`src/rtl/wired_div_pkg.sv`:
```
// Shared types and constants for the fixed-cycle divider controller.
package wired_div_pkg;

   localparam int DIV_ITER = 64;

   typedef enum logic [1:0] {
      DIV  = 2'd0,
      DIVU = 2'd1,
      REM  = 2'd2,
      REMU = 2'd3
   } div_op_e;

   typedef enum logic [1:0] {
      IDLE  = 2'd0,
      ISSUE = 2'd1,
      WAIT  = 2'd2,
      DONE  = 2'd3
   } div_state_e;

   function automatic logic op_is_signed(input div_op_e op);
      return (op == DIV) || (op == REM);
   endfunction

   function automatic logic op_is_rem(input div_op_e op);
      return (op == REM) || (op == REMU);
   endfunction

endpackage

```
`src/rtl/wired_div_fmt.sv`:
```
// Operand normalisation, zero-divisor detection and result select/format,
// shared by the divide-by-zero bypass and the divider capture path.
module wired_div_fmt
   import wired_div_pkg::*;
(
   input  logic [1:0]  op,
   input  logic        word,
   input  logic        bypass,
   input  logic [63:0] a,
   input  logic [63:0] b,
   input  logic [63:0] quo,
   input  logic [63:0] rem,
   output logic [63:0] norm_a,
   output logic [63:0] norm_b,
   output logic        b_zero,
   output logic [63:0] result
);

   div_op_e     op_e;
   logic        sgn;
   logic [63:0] sel;

   // NOTE: every output of this block gets a value before any branch, so no latch can be inferred.
   always_comb begin
      op_e   = div_op_e'(op);
      sgn    = op_is_signed(op_e);
      norm_a = a;
      norm_b = b;
      if (word) begin
         norm_a = sgn ? {{32{a[31]}}, a[31:0]} : {32'd0, a[31:0]};
         norm_b = sgn ? {{32{b[31]}}, b[31:0]} : {32'd0, b[31:0]};
      end
      b_zero = (norm_b == 64'd0);

      // Divide-by-zero: quotient is all-ones, remainder is the dividend.
      if (bypass) sel = op_is_rem(op_e) ? norm_a : '1;
      else        sel = op_is_rem(op_e) ? rem : quo;

      result = word ? {{32{sel[31]}}, sel[31:0]} : sel;
   end

endmodule

```
`src/rtl/wired_div_ctrl.sv`:
```
// Issue/completion FSM for the 64-cycle divider: accepts a request, starts the
// divider (or resolves divide-by-zero locally) and holds a tagged response.
module wired_div_ctrl
   import wired_div_pkg::*;
#(
   parameter int TAG_W = 6
) (
   input  logic             clk,
   input  logic             rst_n,
   input  logic             flush,
   input  logic             req_valid,
   output logic             req_ready,
   input  logic [1:0]       req_op,
   input  logic             req_word,
   input  logic [63:0]      req_a,
   input  logic [63:0]      req_b,
   input  logic [TAG_W-1:0] req_tag,
   output logic             resp_valid,
   input  logic             resp_ready,
   output logic [63:0]      resp_data,
   output logic [TAG_W-1:0] resp_tag,
   output logic             div_start,
   output logic             div_sign,
   output logic [63:0]      div_a,
   output logic [63:0]      div_b,
   input  logic             div_busy,
   input  logic [63:0]      div_quo,
   input  logic [63:0]      div_rem
);

   div_state_e       state, state_nxt;
   div_op_e          op_q;
   logic             word_q;
   logic [TAG_W-1:0] tag_q;
   logic [63:0]      a_q, b_q, data_q;

   logic             in_idle, accept, capture;
   logic [1:0]       fmt_op;
   logic             fmt_word;
   logic [63:0]      norm_a, norm_b, fmt_result;
   logic             b_zero;

   assign in_idle  = (state == IDLE);
   assign fmt_op   = in_idle ? req_op   : op_q;
   assign fmt_word = in_idle ? req_word : word_q;

   // In IDLE the formatter sees the incoming request (bypass); afterwards the latched op.
   wired_div_fmt u_fmt (
      .op     (fmt_op),
      .word   (fmt_word),
      .bypass (in_idle),
      .a      (req_a),
      .b      (req_b),
      .quo    (div_quo),
      .rem    (div_rem),
      .norm_a (norm_a),
      .norm_b (norm_b),
      .b_zero (b_zero),
      .result (fmt_result)
   );

   always_comb begin
      state_nxt = state;
      accept    = 1'b0;
      capture   = 1'b0;
      case (state)
         IDLE: if (req_valid) begin
            accept    = 1'b1;
            capture   = b_zero;
            state_nxt = b_zero ? DONE : ISSUE;
         end
         ISSUE: state_nxt = WAIT;
         WAIT: if (!div_busy) begin
            capture   = 1'b1;
            state_nxt = DONE;
         end
         DONE: if (resp_ready) state_nxt = IDLE;
         default: state_nxt = IDLE;
      endcase
      // Flush wins over everything, including a handshake in DONE.
      if (flush) begin
         state_nxt = IDLE;
         accept    = 1'b0;
         capture   = 1'b0;
      end
   end

   // NOTE: sequential state uses non-blocking assignments so every register samples pre-edge values.
   always_ff @(posedge clk) begin
      if (!rst_n) begin
         state  <= IDLE;
         data_q <= 64'd0;
         tag_q  <= '0;
      end else begin
         state <= state_nxt;
         if (accept)  tag_q  <= req_tag;
         if (capture) data_q <= fmt_result;
      end
   end

   // NOTE: operand registers are not reset; they are always loaded on accept before being used.
   always_ff @(posedge clk) begin
      if (accept) begin
         op_q   <= div_op_e'(req_op);
         word_q <= req_word;
         a_q    <= norm_a;
         b_q    <= norm_b;
      end
   end

   assign req_ready  = in_idle && rst_n;
   assign resp_valid = (state == DONE);
   assign resp_data  = data_q;
   assign resp_tag   = tag_q;
   assign div_start  = (state == ISSUE) && !flush;
   assign div_sign   = op_is_signed(op_q);
   assign div_a      = a_q;
   assign div_b      = b_q;

endmodule

```
`config.mk`:
```
export PLATFORM = sky130hd
export DESIGN_NAME = wired_div_ctrl
export DESIGN_NICKNAME = d
export VERILOG_FILES = /design/src/rtl/wired_div_pkg.sv /design/src/rtl/wired_div_fmt.sv /design/src/rtl/wired_div_ctrl.sv
export SDC_FILE = /design/constraint.sdc
export NUM_CORES = 1
export LEC_CHECK = 0
export ABC_AREA = 1
export CORE_AREA = 2 2 183 185
export DETAILED_ROUTE_END_ITERATION = 12
export DIE_AREA = 0 0 185 187
export PLACE_DENSITY = 0.61
export SETUP_SLACK_MARGIN = 0.3
export SLEW_MARGIN = 20
export SYNTH_ARGS = -nofsm -noshare
export SYNTH_HDL_FRONTEND = slang
export SYNTH_HIERARCHICAL = 1
export SYNTH_SLANG_ARGS = --single-unit
```
`constraint.sdc`:
```
create_clock -name clk -period 3.8 [get_ports clk]
set_clock_uncertainty 0.05 [all_clocks]
set_input_delay 0.57 -clock clk [delete_from_list [all_inputs] [get_ports clk]]
set_output_delay 0.57 -clock clk [all_outputs]
set_load 0.01 [all_outputs]
```
* Word-level counts from Yosys, hierarchy flattened
Index checks and enable logic that the tools add are counted.
** Operators by class
- Eq/ne operators :: 9
- Muxes and demuxes :: 22
- Bitwise gates (word level) :: 1
- Reductions and logical operators :: 12
** Operators with widths (count)
- 2-to-1 mux 64 bit :: 8
- logical NOT 64 bit :: 1
- == test 2 bit, second input constant :: 5
- 2-to-1 mux 2 bit :: 5
- one-hot mux 2 bit (4 select lines) :: 1
- 2-to-1 mux 1 bit :: 7
- logical NOT 2 bit :: 3
- != test 2 bit, second input constant :: 2
- logical OR 1 bit :: 3
- AND reduction 3 bit :: 1
- == test 2 x 1 -> 1 bit, second input constant :: 1
- logical AND 1 bit :: 2
- != test 2 x 1 -> 1 bit, second input constant :: 1
- one-hot mux 1 bit (2 select lines) :: 1
- OR reduction 2 bit :: 1
- logical NOT 1 bit :: 1
- NOT 1 bit :: 1
** Word-level totals
- Flip-flop bits (word level) :: 203
- Bits of input ports :: 271
- Output and inout bits :: 202
- Word-level logic and storage cells :: 51

* Logic depth before layout (Yosys ltp)
Gate-level depths: netlist (run 1).
- Depth after elaboration :: 10
- Depth in mapped cells :: 22
- Gate-level depth less buffers :: 18

* Cells and area by module
Netlist (run 1), hierarchy kept.
** By module, submodules not included
- wired_div_ctrl :: times used 1, cells an instance 633, area an instance 7339.5 sq um
- wired_div_fmt :: times used 1, cells an instance 593, area an instance 2766.4 sq um

* Worst setup path before layout (run 1)
Ideal clock, no wire load.
- Path kind :: register -> register
- Start :: register state[0]
- End :: register a_q[0] (netlist: div_a[0]) (enable)
- Setup time :: 0.429 ns
- Data arrival time :: 2.418 ns
- Slack :: 0.903 ns
- Stages on the path, launching flop included :: 7
- Buffers on the path :: 0
- Clock period less this slack :: 2.897 ns
- Cell sequence :: dfxtp_1 inv_1 ha_1 inv_1 nor2_1 nand2_1 inv_2
** Between the ends
- Word-level cells in the longest chain between the ends :: 3
** Ends and longest elaborated chain
- from (decl) :: line wired_div_ctrl.sv:31 : div_state_e state, state_nxt;
- from (signal assigned) :: line wired_div_ctrl.sv:95 : state <= state_nxt;
- logical NOT 2 bit :: line wired_div_ctrl.sv:66 : case (state)
- 2-to-1 mux 1 bit :: line wired_div_ctrl.sv:66
- 2-to-1 mux 1 bit :: line wired_div_ctrl.sv:81 : if (flush) begin
- net accept :: line wired_div_ctrl.sv:37 : logic in_idle, accept, capture;
- to (signal assigned) :: line wired_div_ctrl.sv:106 : a_q <= norm_a;
- to (decl) :: line wired_div_ctrl.sv:35 : logic [63:0] a_q, b_q, data_q;
The timed path passes the listed nets, and every way through them passes these cells.
A chain may end at the register's enable or synchronous reset.

* Final worst setup path (run 1)
- Start :: register state[1]
- End :: register data_q[39] (netlist: resp_data[39])
** Between the ends
- Elaborated cells between the ends (all ways) :: 21
** RTL lines
- logical NOT 2 bit :: line wired_div_ctrl.sv:43 : assign in_idle = (state == IDLE);
- net in_idle :: line wired_div_ctrl.sv:37
- 2-to-1 mux 1 bit :: line wired_div_ctrl.sv:45 : assign fmt_word = in_idle ? req_word : word_q;
- net fmt_word :: line wired_div_ctrl.sv:39 : logic fmt_word;
- 2-to-1 mux 64 bit :: line wired_div_fmt.sv:29 : if (word) begin
- logical NOT 64 bit :: line wired_div_fmt.sv:33 : b_zero = (norm_b == 64'd0);
- net b_zero :: line wired_div_ctrl.sv:41 : logic b_zero;
- 2-to-1 mux 1 bit :: line wired_div_ctrl.sv:67 : IDLE: if (req_valid) begin
- one-hot mux 1 bit (2 select lines) :: line wired_div_ctrl.sv:66
- 2-to-1 mux 1 bit :: line wired_div_ctrl.sv:81
- to (signal assigned) :: line wired_div_ctrl.sv:97 : if (capture) data_q <= fmt_result;
- to (decl) :: line wired_div_ctrl.sv:35
The timed path passes the listed nets, and every way through them passes these cells.

==> run summary, run 1 <==
Final worst-path cycle share = 82.04%
CTS H-tree lvls = 1
R2R Setup Slk = 0.68 ns
Multi-input logic area = 3471 sq um
First-pass DRT Iterations = 5
Register area share after synthesis = 53.19%
IO Pins = 473
Critical Setup Path Class = reg2reg
Initial Util = 30.75%
XOR/XNOR share of the synthesized area = 0%
Initial antenna violation count = 3
Number of global-route vias before repair = 9289
Core area = 32860 sq um
Grt ovf = 0
Row count = 67
Slew HR = 36.10%
Setup violators final = 0
Crit path capture type = flop
Critical Path Start Type = flop
Storage cell area = 5375 sq um
GPL Wtd Cong = 0.8343
Critical path arrival = 3.47 ns
Fin. max-slew vios = 0
Chip Width = 185 um
Routed vias/inst = 4.590
Outcome = finished, final reports clean
Sum Neg Setup Slack = 0 ns
Post-synth ARST share = 0%
DRT antenna net count = 0
Peak supply drop = 287.6 uV
DRC Markers = 0
Via count = 9502
CTS root buf = clkbuf_16
DR iter-0 viols = 480
Simple-gate share of the synthesized area = 21.59%
Maxcap violations = 0
Routed len/inst = 17.07 um
Min-Delay Path Class = reg2reg
#FFs+latches synth = 203
Actual slew at the worst max-slew pin = 0.9562 ns
Area share of the largest cell type after synthesis = 38.93%
Crit Path Max Fanout = 44
Adder-Cell Fraction of Synth Area = 0.7429%
Post-synth top cells = 332 x nand2_1, 191 x a21oi_1, 145 x nor2_1
Post-synth top area cell = edfxtp_1
Reg clk slew, reported paths = 0.06 ns
Pwr per Cell Area = 398.5 nW/um^2
Routed wire length = 35340 um
Max stage delay cell, worst path = dfxtp_1
Filler cell count = 3227
Num CTS Buffers = 25
Worst-Skew Late Latency = 0.53 ns
Most frequent cell after synthesis = nand2_1
Worst EP required = 4.15 ns
Count of input and output buffers = 472
Largest net degree at the start of global routing = 72
Tmin final = 3.117 ns
Compound-Gate Fraction of Synth Area = 11.72%
Mux contribution to synthesized area = 0%
Delay-heaviest family, CP = simple AND/OR/NAND/NOR gates
Layout cell share with drive strength beyond 1 = 4.565%
Inst Count DP = 2023
Crit path top cell by count = nand2_1
Number of synthesized flops with an enable pin = 131
Crit-path cells = inv_1 > ha_2 > inv_1 > nand2_1 > nand2_1 > inv_4 > nand2_1 > nand2_1 > nor2_1 > nand2_1 > nor2_1 > nand2_1 > nor2_1 > nand3_1 > nand2_8 > buf_12 > nand3_1 > nand2_1 > nor2_1
Post-CTS Setup Inserts = 0
First-pass GRT wire length = 52940 um
# clock sinks = 203
Layout Nets = 1879
CP peak stage delay = 0.41 ns
Yosys warns = 6
Die area = 34600 sq um
Syn-to-layout area delta = 53.31%
P_leak = 6.405 nW
Fmax = 320.8 MHz
RSZ-0062 raised after global routing = false
Die height = 187 um
Maximum clock path buffer count = 3
Mapped Nets = 1503
Count of cell types in the netlist = 22
Gr usage total = 19.67%
Final hold vios = 0
DP HPWL = 25980 um
Post-Synthesis Cell Area = 10110 sq um
CTS tree = built
Ys flop type = edfxtp_1
CP Buf/Inv Count = 4
Cell count after synthesis = 1226
Cell Count, Final, Fillers Out = 2070
Mean area per synthesized cell = 8.243 sq um
Largest family of logic cells by synthesized area = simple AND/OR/NAND/NOR gates
Top cells by area, synth = edfxtp_1 39%, dfxtp_1 14%, nand2_1 12%
flip-flops by register name, summed over array words and instances, names as in the netlist:
register,flops
div_b,64
op_q,2
word_q,1
state,2
resp_data,64
resp_tag,6
div_a,64
layout by cell type (no fill, tap or decap), types with 2 or more instances in the layout:
| cell type | synthesis | layout |
|---|---|---|
| nand3_1 | 72 | 72 |
| o21ai_0 | 44 | 44 |
| bufinv_16 | 0 | 2 |
| inv_1 | 78 | 78 |
| dfxtp_1 | 72 | 72 |
| ha_1 | 6 | 5 |
| inv_6 | 0 | 2 |
| clkdlybuf4s50_1 | 0 | 471 |
| buf_12 | 0 | 6 |
| nor2_1 | 145 | 145 |
| clkbuf_16 | 0 | 25 |
| a21oi_1 | 191 | 191 |
| clkinv_1 | 0 | 3 |
| nand2_1 | 332 | 329 |
| clkbuf_1 | 24 | 4 |
| clkbuf_8 | 0 | 2 |
| edfxtp_1 | 131 | 131 |
| buf_4 | 69 | 17 |
| clkinv_2 | 0 | 6 |
| nand2_2 | 1 | 3 |
layer usage:
| metal | vias up | GRT usage (%) | part of all wire (%) |
|---|---|---|---|
| met4 | 2 | 6.105 | 2.5 |
| met5 | - | 0 | 0.037 |
| met3 | 63 | 5.179 | 8.1 |
| li1 | 4702 | - | - |
| met2 | 359 | 34.75 | 49 |
| met1 | 4376 | 23.12 | 40 |
logic make-up (layout without fill, tap and decap cells):
kind of cell / Yosys count / after routing
and+or+nand+nor: 554 / 554
AOI/OAI and AO/OA: 236 / 236
other: 0 / 1
adders and majority gates: 6 / 6
buffers and inverters: 227 / 622
DFF: 203 / 203
final timing paths:
kind            startpoint             to  cells after the start
max               state[1]  resp_data[39]                     19
min          resp_data[45]  resp_data[45]                      2
min reg2reg  resp_data[45]  resp_data[45]                      2
max reg2reg       state[1]  resp_data[39]                     19
timing repair:
action,in CTS,in global routing
hold buffers,0,0
setup endpoints to repair,0,2
gates resized for setup,0,1
layout make-up:
cell class                      instances  area share [%]
Multi-Input combinational cell        796           22.40
Clock buffer                           31           4.312
Antenna cell                            1         0.01615
Clock inverter                         15          0.8883
Inverter                               81           2.011
Timing Repair Buffer                  495           32.06
Sequential cell                       203           34.69
Tap cell                              448           3.618
report_power, final:
group          internal [mW]  switching, mW
logic                  0.600          0.713
registers               2.48         0.0307
clock network           1.39          0.964
total                   4.47           1.71
per-stage QoR:
step | worst slack, ns | power [mW] | hold WS (ns) | util [%] | instance area (sq um)
after global placement | 0.5000 | 3.872 | 0.4098 | 44.66 | 14680
final | 0.6827 | 6.174 | 0.4267 | 47.15 | 15490
after floorplan | 0.9032 | 3.259 | 0.4606 | - | 10110
after detailed placement | 0.4061 | 3.879 | 0.4160 | 44.66 | 14680
after CTS | 0.6499 | 6.257 | 0.4314 | 47.11 | 15480
after global routing | 0.3584 | 6.472 | 0.4583 | 47.15 | 15490
worst reg2reg max path, delay by kind of cell, from the launching register on:
family	cells	cell delay (ns)
AND/OR/NAND/NOR	14	1.69
buffers and inverters	4	0.63
flip-flops	1	0.41
adder cells (fa/ha/maj)	1	0.21
No activity file was read; power rests on OpenSTA's default activity.
==> run 2, diff against run 1 <==
--- a/config.mk
+++ b/config.mk
@@ -6,10 +6,10 @@
 export NUM_CORES = 1
 export LEC_CHECK = 0
 export ABC_AREA = 1
-export CORE_AREA = 2 2 183 185
+export CORE_AREA = 2 2 182 184
 export DETAILED_ROUTE_END_ITERATION = 12
-export DIE_AREA = 0 0 185 187
-export PLACE_DENSITY = 0.61
+export DIE_AREA = 0 0 184 186
+export PLACE_DENSITY = 0.64
 export SETUP_SLACK_MARGIN = 0.3
 export SLEW_MARGIN = 20
 export SYNTH_ARGS = -nofsm -noshare
==> constraint.sdc (replaced) <==
create_clock -name clk -period 2.53 [get_ports clk]
set_clock_uncertainty 0.05 [all_clocks]
set_input_delay 0.3795 -clock clk [delete_from_list [all_inputs] [get_ports clk]]
set_output_delay 0.3795 -clock clk [all_outputs]
set_load 0.01 [all_outputs]
==> run 2 against run 1 <==
  * Design area up 6.9%
  * Wire length up 10%
  * Worst hold slack worse by 0.054 ns
  * Clock-buffer cell count up 1
  * Total power up 54%
  * The run now ends with setup timing left
  * Fmax up 23%
  * Critical endpoint is now resp_data[23]
  * Die area down 1.1%
  * Sequential share of layout area down 2.2 points
  * Largest cell class is now non-clock buffers
  * First-iteration DRC count up 23%
  * Register-to-register slack worse by 0.68 ns
  * Sequential cell count unchanged
  * Setup slack worse by 0.68 ns
==> run summary, run 2 (synthesis results as in run 1) <==
Failing checks = setup timing
Final hold vios = 0
Number of global-route vias before repair = 9253
CTS tree = built
Storage cell area = 5378 sq um
IO Pins = 473
Routed len/inst = 18.60 um
Filler cell count = 3037
Setup Slack @ Placement = -0.3592 ns
Pwr per Cell Area = 575.8 nW/um^2
Core area = 32210 sq um
Syn-to-layout area delta = 63.86%
CTS root buf = clkbuf_16
Logic pwr share = 23.7%
Fin. max-slew vios = 0
Hold WS = 0.3726 ns
Initial Util = 31.38%
CTS H-tree lvls = 1
Crit Path Max Fanout = 8
Diode count = 0
Outcome = finished with violations
Reg clk slew, reported paths = 0.06 ns
Num CTS Buffers = 25
RSZ-0062 raised after global routing = true
CP Buf/Inv Count = 6
Tmin final = 2.531 ns
First-pass DRT Iterations = 5
Largest net degree at the start of global routing = 129
Crit path top cell by count = nand2_4
Worst-Skew Late Latency = 0.52 ns
Critical Setup Path Class = reg2reg
Crit-path cells = inv_4 > ha_4 > inv_4 > nand2_4 > nand2_8 > inv_12 > nand2_4 > nand2_2 > nor2_2 > nand2_1 > nor2_1 > nand2_1 > nor2_4 > nand3_2 > nand2_4 > buf_12 > buf_12 > clkbuf_16 > a21oi_2 > nor2_1
Net Switching = 2.658 mW
Commonest cells after routing, fill and taps aside = 469 x clkdlybuf4s50_1, 311 x nand2_1, 188 x a21oi_1, 140 x nor2_1, 131 x edfxtp_1
Max stage delay cell, worst path = dfxtp_2
Worst EP required = 2.93 ns
Routed vias/inst = 4.704
Actual slew at the worst max-slew pin = 0.6523 ns
Peak supply drop = 529.4 uV
Die area = 34220 sq um
Most common cell after layout, fill and taps aside = clkdlybuf4s50_1
Fmax = 395.0 MHz
GPL Wtd Cong = 0.8853
Min-Delay Path Class = in2reg
Layout cell share with drive strength beyond 1 = 10.43%
Crit path capture type = flop
Via count = 9854
CP peak stage delay = 0.35 ns
Worst setup margin = -0.001444 ns
Internal Power = 6.876 mW
Row count = 66
Fin area = 16560 sq um
DP HPWL = 27420 um
CTS Hold Bufs = 0
Slew HR = 56.51%
Delay-heaviest family, CP = simple AND/OR/NAND/NOR gates
Maxcap violations = 0
DRC Markers = 0
Tot Pwr = 9.535 mW
Final worst-path cycle share = 100.1%
Die height = 186 um
Layout Nets = 1945
Final Core Density = 51.42%
# clock sinks = 203
First-pass GRT wire length = 54950 um
Grt ovf = 0
Chip Width = 184 um
DR iter-0 viols = 589
Sw frac = 27.88%
Area after DPL = 15060 sq um
Gr usage total = 20.98%
Multi-input logic area = 3647 sq um
Setup violators final = 1
Sequential share of power = 39.5%
Critical Path Start Type = flop
Critical path arrival = 2.93 ns
Initial antenna violation count = 0
Routed wire length = 38970 um
Clock share of power = 36.8%
P_leak = 6.965 nW
Count of input and output buffers = 472
Maximum clock path buffer count = 3
DRT antenna net count = 0
-- run 2: power groups by stage --
| stage | logic (mW) | registers [mW] | clock network (mW) |
|---|---|---|---|
| 6_report | 2.26 | 3.77 | 3.51 |
| 3_5_place_dp | 2.13 | 3.84 | 0 |
| 2_1_floorplan | 0.987 | 3.91 | 0 |
| 4_1_cts | 2.20 | 3.77 | 3.60 |
| 5_1_grt | 2.46 | 3.78 | 3.73 |
| 3_3_place_gp | 2.13 | 3.83 | 0 |
-- run 2: per-layer routing --
metal / global-route usage (%) / wire length, um / share of wire [%]
met1: 25.73 / 16150 / 41
met2: 37.22 / 19000 / 49
met5: 0 / 0 / 0
met4: 5.760 / 878 / 2.3
met3: 4.461 / 2940 / 7.5
-- run 2: path summary, 6_finish.rpt --
path                   endpoint          start  cells after the start  slack, ns
hold / removal     resp_data[8]          rst_n                      4       0.37
hold reg to reg   resp_data[17]  resp_data[17]                      2       0.41
setup reg to reg  resp_data[23]       state[0]                     20     -0.001
setup / recovery  resp_data[23]       state[0]                     20     -0.001
-- run 2: cell type report --
cell class	instances	share of cell area (%)
Clock buffer	32	4.057
Clock inverter	14	0.7556
Inverter	81	1.987
Multi-Input combinational cell	796	22.02
Sequential cell	203	32.47
Tap cell	408	3.083
Timing Repair Buffer	558	35.41
Timing Repair inverter	3	0.2040
-- run 2: tightest hold or removal path, stage by stage --
cell	delay, ns
buf_2	0.15
buf_12	0.23
nand2_1	0.10
nor2_1	0.03
-- run 2: timing repair --
action                                  in CTS  in global routing
pin swaps                                    7                 50
gates resized for setup                     39                 35
buffers inserted                             5                  5
gates cloned                                 7                  9
endpoints found under the setup margin      66                 67
endpoints found under the hold margin        0                  0
-- run 2: through the flow --
stage               instances   TNS [ns]
floorplan                1226          0
detailed placement       2023     -19.38
CTS                      2081          0
global placement         2023     -17.06
finish                   2095  -0.001444
global route             2095     -5.526
